## src/rtl/key_event_tracker.sv

```systemverilog
// key_event_tracker: PS/2 set-2 scan-code parser with held-key table,
// press statistics, overflow flags and a first-word-fall-through event FIFO.
// Event word layout: {rpt, ext, brk, code[7:0]}.
// Optional feature macro: KEY_REPEAT_EVENT_EN -- when defined, a typematic
// repeat of a held key pushes an event with rpt=1; otherwise repeats are
// dropped and rpt is always 0.
module key_event_tracker #(
  parameter int FIFO_DEPTH = 8,
  parameter int CNT_W      = 8,
  parameter int MAX_KEYS   = 4
) (
  input  logic                           clk,
  input  logic                           rst,
  input  logic                           in_valid,
  input  logic [7:0]                     in_data,
  output logic                           ev_valid,
  output logic [10:0]                    ev_data,
  input  logic                           ev_pop,
  output logic [$clog2(FIFO_DEPTH):0]    fifo_count,
  output logic [CNT_W-1:0]               press_count,
  output logic [$clog2(MAX_KEYS+1)-1:0]  held_count,
  output logic [8:0]                     last_code,
  output logic                           fifo_ovf,
  output logic                           table_ovf,
  input  logic                           clr_ovf
);

  localparam int AW = $clog2(FIFO_DEPTH);
  localparam int HW = $clog2(MAX_KEYS + 1);
  localparam logic [AW:0] FULL_CNT = (AW + 1)'(FIFO_DEPTH);

  typedef enum logic [1:0] {IDLE, EXT, BRK, EXT_BRK} state_t;

  state_t state, state_nxt;

  // Host-protocol bytes (ack, BAT, echo, resend, error) carry no key
  // information when they arrive outside a prefix sequence.
  function automatic logic is_noise(input logic [7:0] b);
    return (b == 8'h00) || (b == 8'hAA) || (b == 8'hEE) ||
           (b == 8'hFA) || (b == 8'hFE) || (b == 8'hFF);
  endfunction

  // ---- stage p0: parser decode of the incoming byte ----
  logic       key_vld_p0;
  logic       key_ext_p0;
  logic       key_brk_p0;
  logic [8:0] key_p0;

  // Parser state register
  always_ff @(posedge clk) begin
    if (rst) state <= IDLE;
    else     state <= state_nxt;
  end

  // Parser next-state: prefixes accumulate, anything else completes a key
  always_comb begin
    state_nxt = state;
    if (in_valid) begin
      if (in_data == 8'hE0) begin
        state_nxt = EXT;
      end else if (in_data == 8'hF0) begin
        if (state == IDLE)     state_nxt = BRK;
        else if (state == EXT) state_nxt = EXT_BRK;
      end else if (!((state == IDLE) && is_noise(in_data))) begin
        state_nxt = IDLE;
      end
    end
  end

  // Parser outputs: completed key strobe with prefix flags from current state
  always_comb begin
    key_vld_p0 = 1'b0;
    key_ext_p0 = (state == EXT) || (state == EXT_BRK);
    key_brk_p0 = (state == BRK) || (state == EXT_BRK);
    if (in_valid && (in_data != 8'hE0) && (in_data != 8'hF0) &&
        !((state == IDLE) && is_noise(in_data)))
      key_vld_p0 = 1'b1;
  end

  assign key_p0 = {key_ext_p0, in_data};

  // ---- held-key table lookup ----
  logic [MAX_KEYS-1:0] tbl_vld;
  logic [8:0]          tbl_key [MAX_KEYS];
  logic [MAX_KEYS-1:0] hit_vec;
  logic [MAX_KEYS-1:0] free_sel;
  logic                free_found;

  // Match against occupied entries and pick the lowest free slot
  always_comb begin
    hit_vec    = '0;
    free_sel   = '0;
    free_found = 1'b0;
    for (int i = 0; i < MAX_KEYS; i++) begin
      if (tbl_vld[i] && (tbl_key[i] == key_p0)) hit_vec[i] = 1'b1;
      if (!tbl_vld[i] && !free_found) begin
        free_sel[i] = 1'b1;
        free_found  = 1'b1;
      end
    end
  end

  logic is_make, is_brk, is_hit, is_new;
  logic do_insert, do_remove, tbl_ovf_set;
  logic push, key_rpt_p0;
  logic [10:0] ev_word;

  assign is_make     = key_vld_p0 && !key_brk_p0;
  assign is_brk      = key_vld_p0 &&  key_brk_p0;
  assign is_hit      = |hit_vec;
  assign is_new      = is_make && !is_hit;
  assign do_insert   = is_new && free_found;
  assign tbl_ovf_set = is_new && !free_found;
  assign do_remove   = is_brk;

`ifdef KEY_REPEAT_EVENT_EN
  assign key_rpt_p0 = is_make && is_hit;
  assign push       = is_new || is_brk || key_rpt_p0;
`else
  assign key_rpt_p0 = 1'b0;
  assign push       = is_new || is_brk;
`endif

  assign ev_word = {key_rpt_p0, key_ext_p0, key_brk_p0, in_data};

  // ---- stage p1: registered table, statistics and event FIFO ----
  // Table occupancy: release on break, claim lowest free slot on new make
  always_ff @(posedge clk) begin
    if (rst) begin
      tbl_vld <= '0;
    end else begin
      for (int i = 0; i < MAX_KEYS; i++) begin
        if (do_remove && hit_vec[i])  tbl_vld[i] <= 1'b0;
        if (do_insert && free_sel[i]) tbl_vld[i] <= 1'b1;
      end
    end
  end

  // Table key storage; only meaningful where tbl_vld is set
  always_ff @(posedge clk) begin
    for (int i = 0; i < MAX_KEYS; i++)
      if (do_insert && free_sel[i]) tbl_key[i] <= key_p0;
  end

  // Occupied-entry count
  always_comb begin
    held_count = '0;
    for (int i = 0; i < MAX_KEYS; i++)
      held_count = held_count + HW'(tbl_vld[i]);
  end

  logic [10:0]   fifo_mem [FIFO_DEPTH];
  logic [AW-1:0] wr_ptr, rd_ptr;
  logic          pop, full, wr_en;

  assign ev_valid = (fifo_count != '0);
  assign pop      = ev_pop && ev_valid;
  assign full     = (fifo_count == FULL_CNT);
  // A full FIFO still accepts a push when the head leaves in the same cycle
  assign wr_en    = push && (!full || pop);
  // Head is forced to zero when empty so stale storage never shows
  assign ev_data  = ev_valid ? fifo_mem[rd_ptr] : '0;

  // FIFO pointers and occupancy; pointers wrap at the power-of-two depth
  always_ff @(posedge clk) begin
    if (rst) begin
      wr_ptr     <= '0;
      rd_ptr     <= '0;
      fifo_count <= '0;
    end else begin
      if (wr_en) wr_ptr <= wr_ptr + 1'b1;
      if (pop)   rd_ptr <= rd_ptr + 1'b1;
      case ({wr_en, pop})
        2'b10:   fifo_count <= fifo_count + 1'b1;
        2'b01:   fifo_count <= fifo_count - 1'b1;
        default: fifo_count <= fifo_count;
      endcase
    end
  end

  // FIFO storage write
  always_ff @(posedge clk) begin
    if (wr_en) fifo_mem[wr_ptr] <= ev_word;
  end

  // Press statistics and sticky overflow flags (a new overflow beats clear)
  always_ff @(posedge clk) begin
    if (rst) begin
      press_count <= '0;
      last_code   <= '0;
      fifo_ovf    <= 1'b0;
      table_ovf   <= 1'b0;
    end else begin
      if (is_new) begin
        press_count <= press_count + 1'b1;
        last_code   <= key_p0;
      end
      if (push && full && !pop) fifo_ovf <= 1'b1;
      else if (clr_ovf)         fifo_ovf <= 1'b0;
      if (tbl_ovf_set)          table_ovf <= 1'b1;
      else if (clr_ovf)         table_ovf <= 1'b0;
    end
  end

endmodule

```

## config.mk

```make
export PLATFORM = sky130hd
export DESIGN_NAME = key_event_tracker
export DESIGN_NICKNAME = d
export VERILOG_FILES = /design/src/rtl/key_event_tracker.sv
export SDC_FILE = /design/constraint.sdc
export NUM_CORES = 1
export LEC_CHECK = 0
export ABC_AREA = 1
export CAP_MARGIN = 20
export CORE_MARGIN = 2
export CORE_UTILIZATION = 40
export DETAILED_ROUTE_END_ITERATION = 6
export GPL_ROUTABILITY_DRIVEN = 1
export HOLD_SLACK_MARGIN = 0.02
export PLACE_DENSITY = 0.56
export SLEW_MARGIN = 40
export SYNTH_ARGS = -nofsm -noshare
export SYNTH_HDL_FRONTEND = slang
export SYNTH_SLANG_ARGS = --single-unit
```

## constraint.sdc

```tcl
create_clock -name clk -period 4.39 [get_ports clk]
set_clock_uncertainty 0.1 [all_clocks]
set_input_delay 0.878 -clock clk [delete_from_list [all_inputs] [get_ports clk]]
set_output_delay 0.878 -clock clk [all_outputs]
set_load 0.02 [all_outputs]
```

==> impl_metrics.csv, run 1 <==
group,metric,value,unit
routing,num_vias,4923,
die,rows,47,
setup_path,end_kind,"output pin",
min_path,min_path_cells,2,
sta,slew_headroom,0.4825,
flow_run,max-cap-violations,0,
die,io_pins,51,
synthesis,yosys.area_share.simple,0.1666,
setup_path,required,3410,ps
clocking,ctsLongestPathBuffers,2,
die,start_util,0.4099,
run_status,status,"completed",
placed_design,io_buffers,49,
min_path,hp-class,"register to register",
setup_path,cp_max_fo,21,
routing,wl_per_cell,16.37,um
synthesis,ys_ff_latch,154,
die,die_area,0.01805,mm^2
power_and_ir_drop,total_power,0.004329,W
placed_design,dp_hpwl,10.54,mm
layout,synthToLayoutAreaGrowth,20.08,%
min_path,min_from,"rd_ptr[2]$_SDFFE_PP0P_",
die,die_x,134.4,um
setup_path,r2r-end,"fifo_count[3]$_SDFFE_PP0P_",
synthesis,avgSynthCellArea,9.982,um^2
routing,drtIter0Drc,369,
routing,viasPerCell,5.049,
synthesis,ys_types,36,
setup_path,cp-start-kind,"register",
setup_path,r2r_cells,21,
sta,post-route-period-util,0.8826,
synthesis,synthCells,681,
synthesis,yosys_warnings,0,
synthesis,seq_area_frac_synth,0.6243,
setup_path,crit_type,"register to output pin",
power_and_ir_drop,ir_drop,267.0,uV
sta,finalMaxSlewViolations,0,
synthesis,synth_mux_area_frac,0,
synthesis,yosys.area.top_type,"edfxtp_1",
sta,finalSetupViolations,0,
layout,postLayoutCellArea,0.008163,mm^2
setup_path,reg2reg_from,"state[0]$_SDFFE_PP0P_",
sta,rsz0062_at_grt,"no",
synthesis,synth_top_cell_area_share,0.5124,
setup_path,regToRegSetupSlack,1060,ps
synthesis,synthTopCellsByArea,"edfxtp_1, dfxtp_1, nand2_1",
global_routing,grt_first_pass_wirelength,25.21,mm
global_routing,grt_usage,0.1840,
power_and_ir_drop,powerDensity,530.4,mW/mm^2
clocking,cts_buffers,17,
die,coreArea,0.01658,mm^2
setup_path,crit_family,"buffers and inverters",
synthesis,synth_compound_area_frac,0.1034,
sta,layout_min_cycle_time,3875,ps
synthesis,ys.flop_type,"edfxtp_1",
clocking,cts_setup_buffers,0,
global_routing,grt_start_max_net_pins,27,
clocking,ctsResizeCount,0,
synthesis,synth_edf_count,116,
setup_path,critPathBufInv,3,
sta,clock.fmax,0.2581,GHz
synthesis,synth-xor-area-share,0.01804,
clocking,cts_max_level,4,
global_routing,antenna_found_initial,0,
routing,route.detailed.drc,0,
routing,drt-total-wl,15.96,mm
synthesis,synthesis.area,0.006798,mm^2
routing,drtPass1Iterations,5,
synthesis,async_flop_share,0,
routing,ant_nets,0,
setup_path,crit_path_frequent_cell,"o21ai_0",
sta,tightest_slew,775.1,ps
die,die_y,134.4,um
power_and_ir_drop,leakage,3.137,nW
placed_design,place_area,0.007586,mm^2
power_and_ir_drop,clkPwrFrac,0.328,
placed_design,gp_congestion,0.8547,
global_routing,grt_overflow_total,0,
layout,n_antenna_cell,0,
layout,fillers,1554,
synthesis,synthAdderAreaFrac,0.02246,
setup_path,crit_arrival,2900,ps
power_and_ir_drop,pwr-share-seq,0.398,
layout,final_util,0.4922,
power_and_ir_drop,p_int,0.002868,W
global_routing,first_global_vias,4752,
clocking,cts_root_buf,"clkbuf_16",
layout,fin_nets,766,
clocking,cts_tree,"done",
power_and_ir_drop,pwr-share-comb,0.274,
power_and_ir_drop,switching_share,0.3375,
setup_path,critPathMaxStageDelay,670,ps
layout,drive_gt1_frac,0.1073,
setup_path,path_cells,"buf_4, inv_1, o21ai_0, o22ai_1, o21ai_0, a31oi_1, clkdlybuf4s50_1",
sta,fin_tns_setup,0,ps
sta,hold_violations,0,
setup_path,critPathSlowestCell,"clkdlybuf4s50_1",
clocking,clk_pin_slew,70,ps
clocking,cts_num_sinks,154,
synthesis,syn_nets,705,
power_and_ir_drop,p_sw,0.001461,W
clocking,clk-insertion-delay-late,430,ps
clocking,hold_buffers,0,
synthesis,synth_top_family_by_area,"simple AND/OR/NAND/NOR gates",
==> layer usage <==
metal / global-route usage / vias up / routed length [um]
met2: 0.3109 / 148 / 7734
li1: - / 2428 / -
met4: 0.07018 / 0 / 365
met1: 0.2329 / 2316 / 7137
met3: 0.03817 / 31 / 726
met5: 0 / - / 0
==> sequential cells by signal, summed over array words and instances (netlist names), named ones only <==
name and cells:
wr_ptr 3, press_count 8, rd_ptr 3, table_ovf 1, fifo_count 4, tbl_vld 4
fifo_ovf 1, tbl_key 36, fifo_mem 80, state 2, last_code 9
==> cells in the final DEF (no fill, tap or decap), types with 7 or more instances in the layout <==
cell             Yosys  layout
clkbuf_16            0      17
inv_6                0       7
nand3_1             21      21
clkdlybuf4s50_1      0      49
nor3_1              11      11
inv_2               12      12
dfxtp_1             38      38
o21ai_0             73      73
nand4_1             10      10
nor2_1              98      98
edfxtp_1           116     116
nand2_1            110     110
ha_1                 9       9
o22ai_1             10      10
xnor2_1             12      12
inv_1               61      61
a21oi_1             29      29
buf_4                9      25
a31oi_1             12      12
==> logic make-up after synthesis <==
group / count (synthesis)
other: 1
adder cells (fa/ha/maj): 11
flip-flops: 154
AND/OR/NAND/NOR: 265
AO/OA/AOI/OAI: 131
XOR/XNOR: 14
buffers and inverters: 105
==> layout make-up <==
class / instances / area [um^2] / area share
flip-flops and latches: 154 / 4244 / 0.5199
clock inverters: 15 / 151.4 / 0.01855
clock buffers: 17 / 425.4 / 0.05212
multi-input cells: 422 / 2115 / 0.2590
inverters: 73 / 274.0 / 0.03357
well taps: 220 / 275.3 / 0.03372
repair buffers: 74 / 678.2 / 0.08308
==> synthesized netlist by cell type (2+ instances only) <==
cell,n
o21ai_1,3
nand3_1,21
xor2_1,2
a31oi_1,12
nor2_1,98
nand4_1,10
nand3_2,2
o22ai_1,10
nand2_1,110
ha_1,9
dfxtp_1,38
nor2_2,3
or2_0,2
nand2_4,3
edfxtp_1,116
a21oi_1,29
inv_2,12
fa_1,2
clkbuf_1,18
nor3_1,11
o21ai_0,73
buf_4,9
or2_1,2
buf_2,3
xnor2_1,12
inv_1,61
==> power groups by stage <==
stage	Clock [W]	Sequential (W)	Combinational, W
after detailed placement	0	0.00176	0.00119
after floorplan	0	0.00177	0.000706
after global placement	0	0.00175	0.00118
final	0.00142	0.00172	0.00119
after global routing	0.00150	0.00174	0.00132
after CTS	0.00145	0.00173	0.00120
==> worst register-to-register path, delay by kind of cell, from the launching register on <==
kind	cells	cell delay, ps
AO/OA/AOI/OAI	1	190
AND/OR/NAND/NOR	16	1500
flip-flops	1	830
adder cells (fa/ha/maj)	1	270
buffers and inverters	3	350
==> through the flow <==
stage	hold WS (ps)	setup WS, ps	std cells
floorplan	333.4	1170	681
global placement	351.0	281.0	943
detailed placement	354.7	243.6	943
CTS	363.9	462.6	975
global route	402.0	309.0	975
finish	361.0	515.3	975
==> worst max path at each step <==
stage | start | endpoint | slack, ps | depth (start not counted)
after floorplan | in_data[5] | fifo_mem[0][0]$_DFFE_PP_ | 1170 | 15
after CTS | register | ev_data[3] | 460 | 7
final | register | ev_data[3] | 520 | 7
after global placement | in_data[7] | fifo_count[3]$_SDFFE_PP0P_ | 280 | 19
after global routing | register | ev_data[3] | 310 | 7
after detailed placement | in_data[7] | fifo_count[3]$_SDFFE_PP0P_ | 240 | 19
(Power assumes the default switching activity.)
==> run 2: changes to the inputs <==
CAP_MARGIN = 5   (was 20)
==> results of run 2 <==
The final DEF is identical to that of run 1; final timing and power are the same.
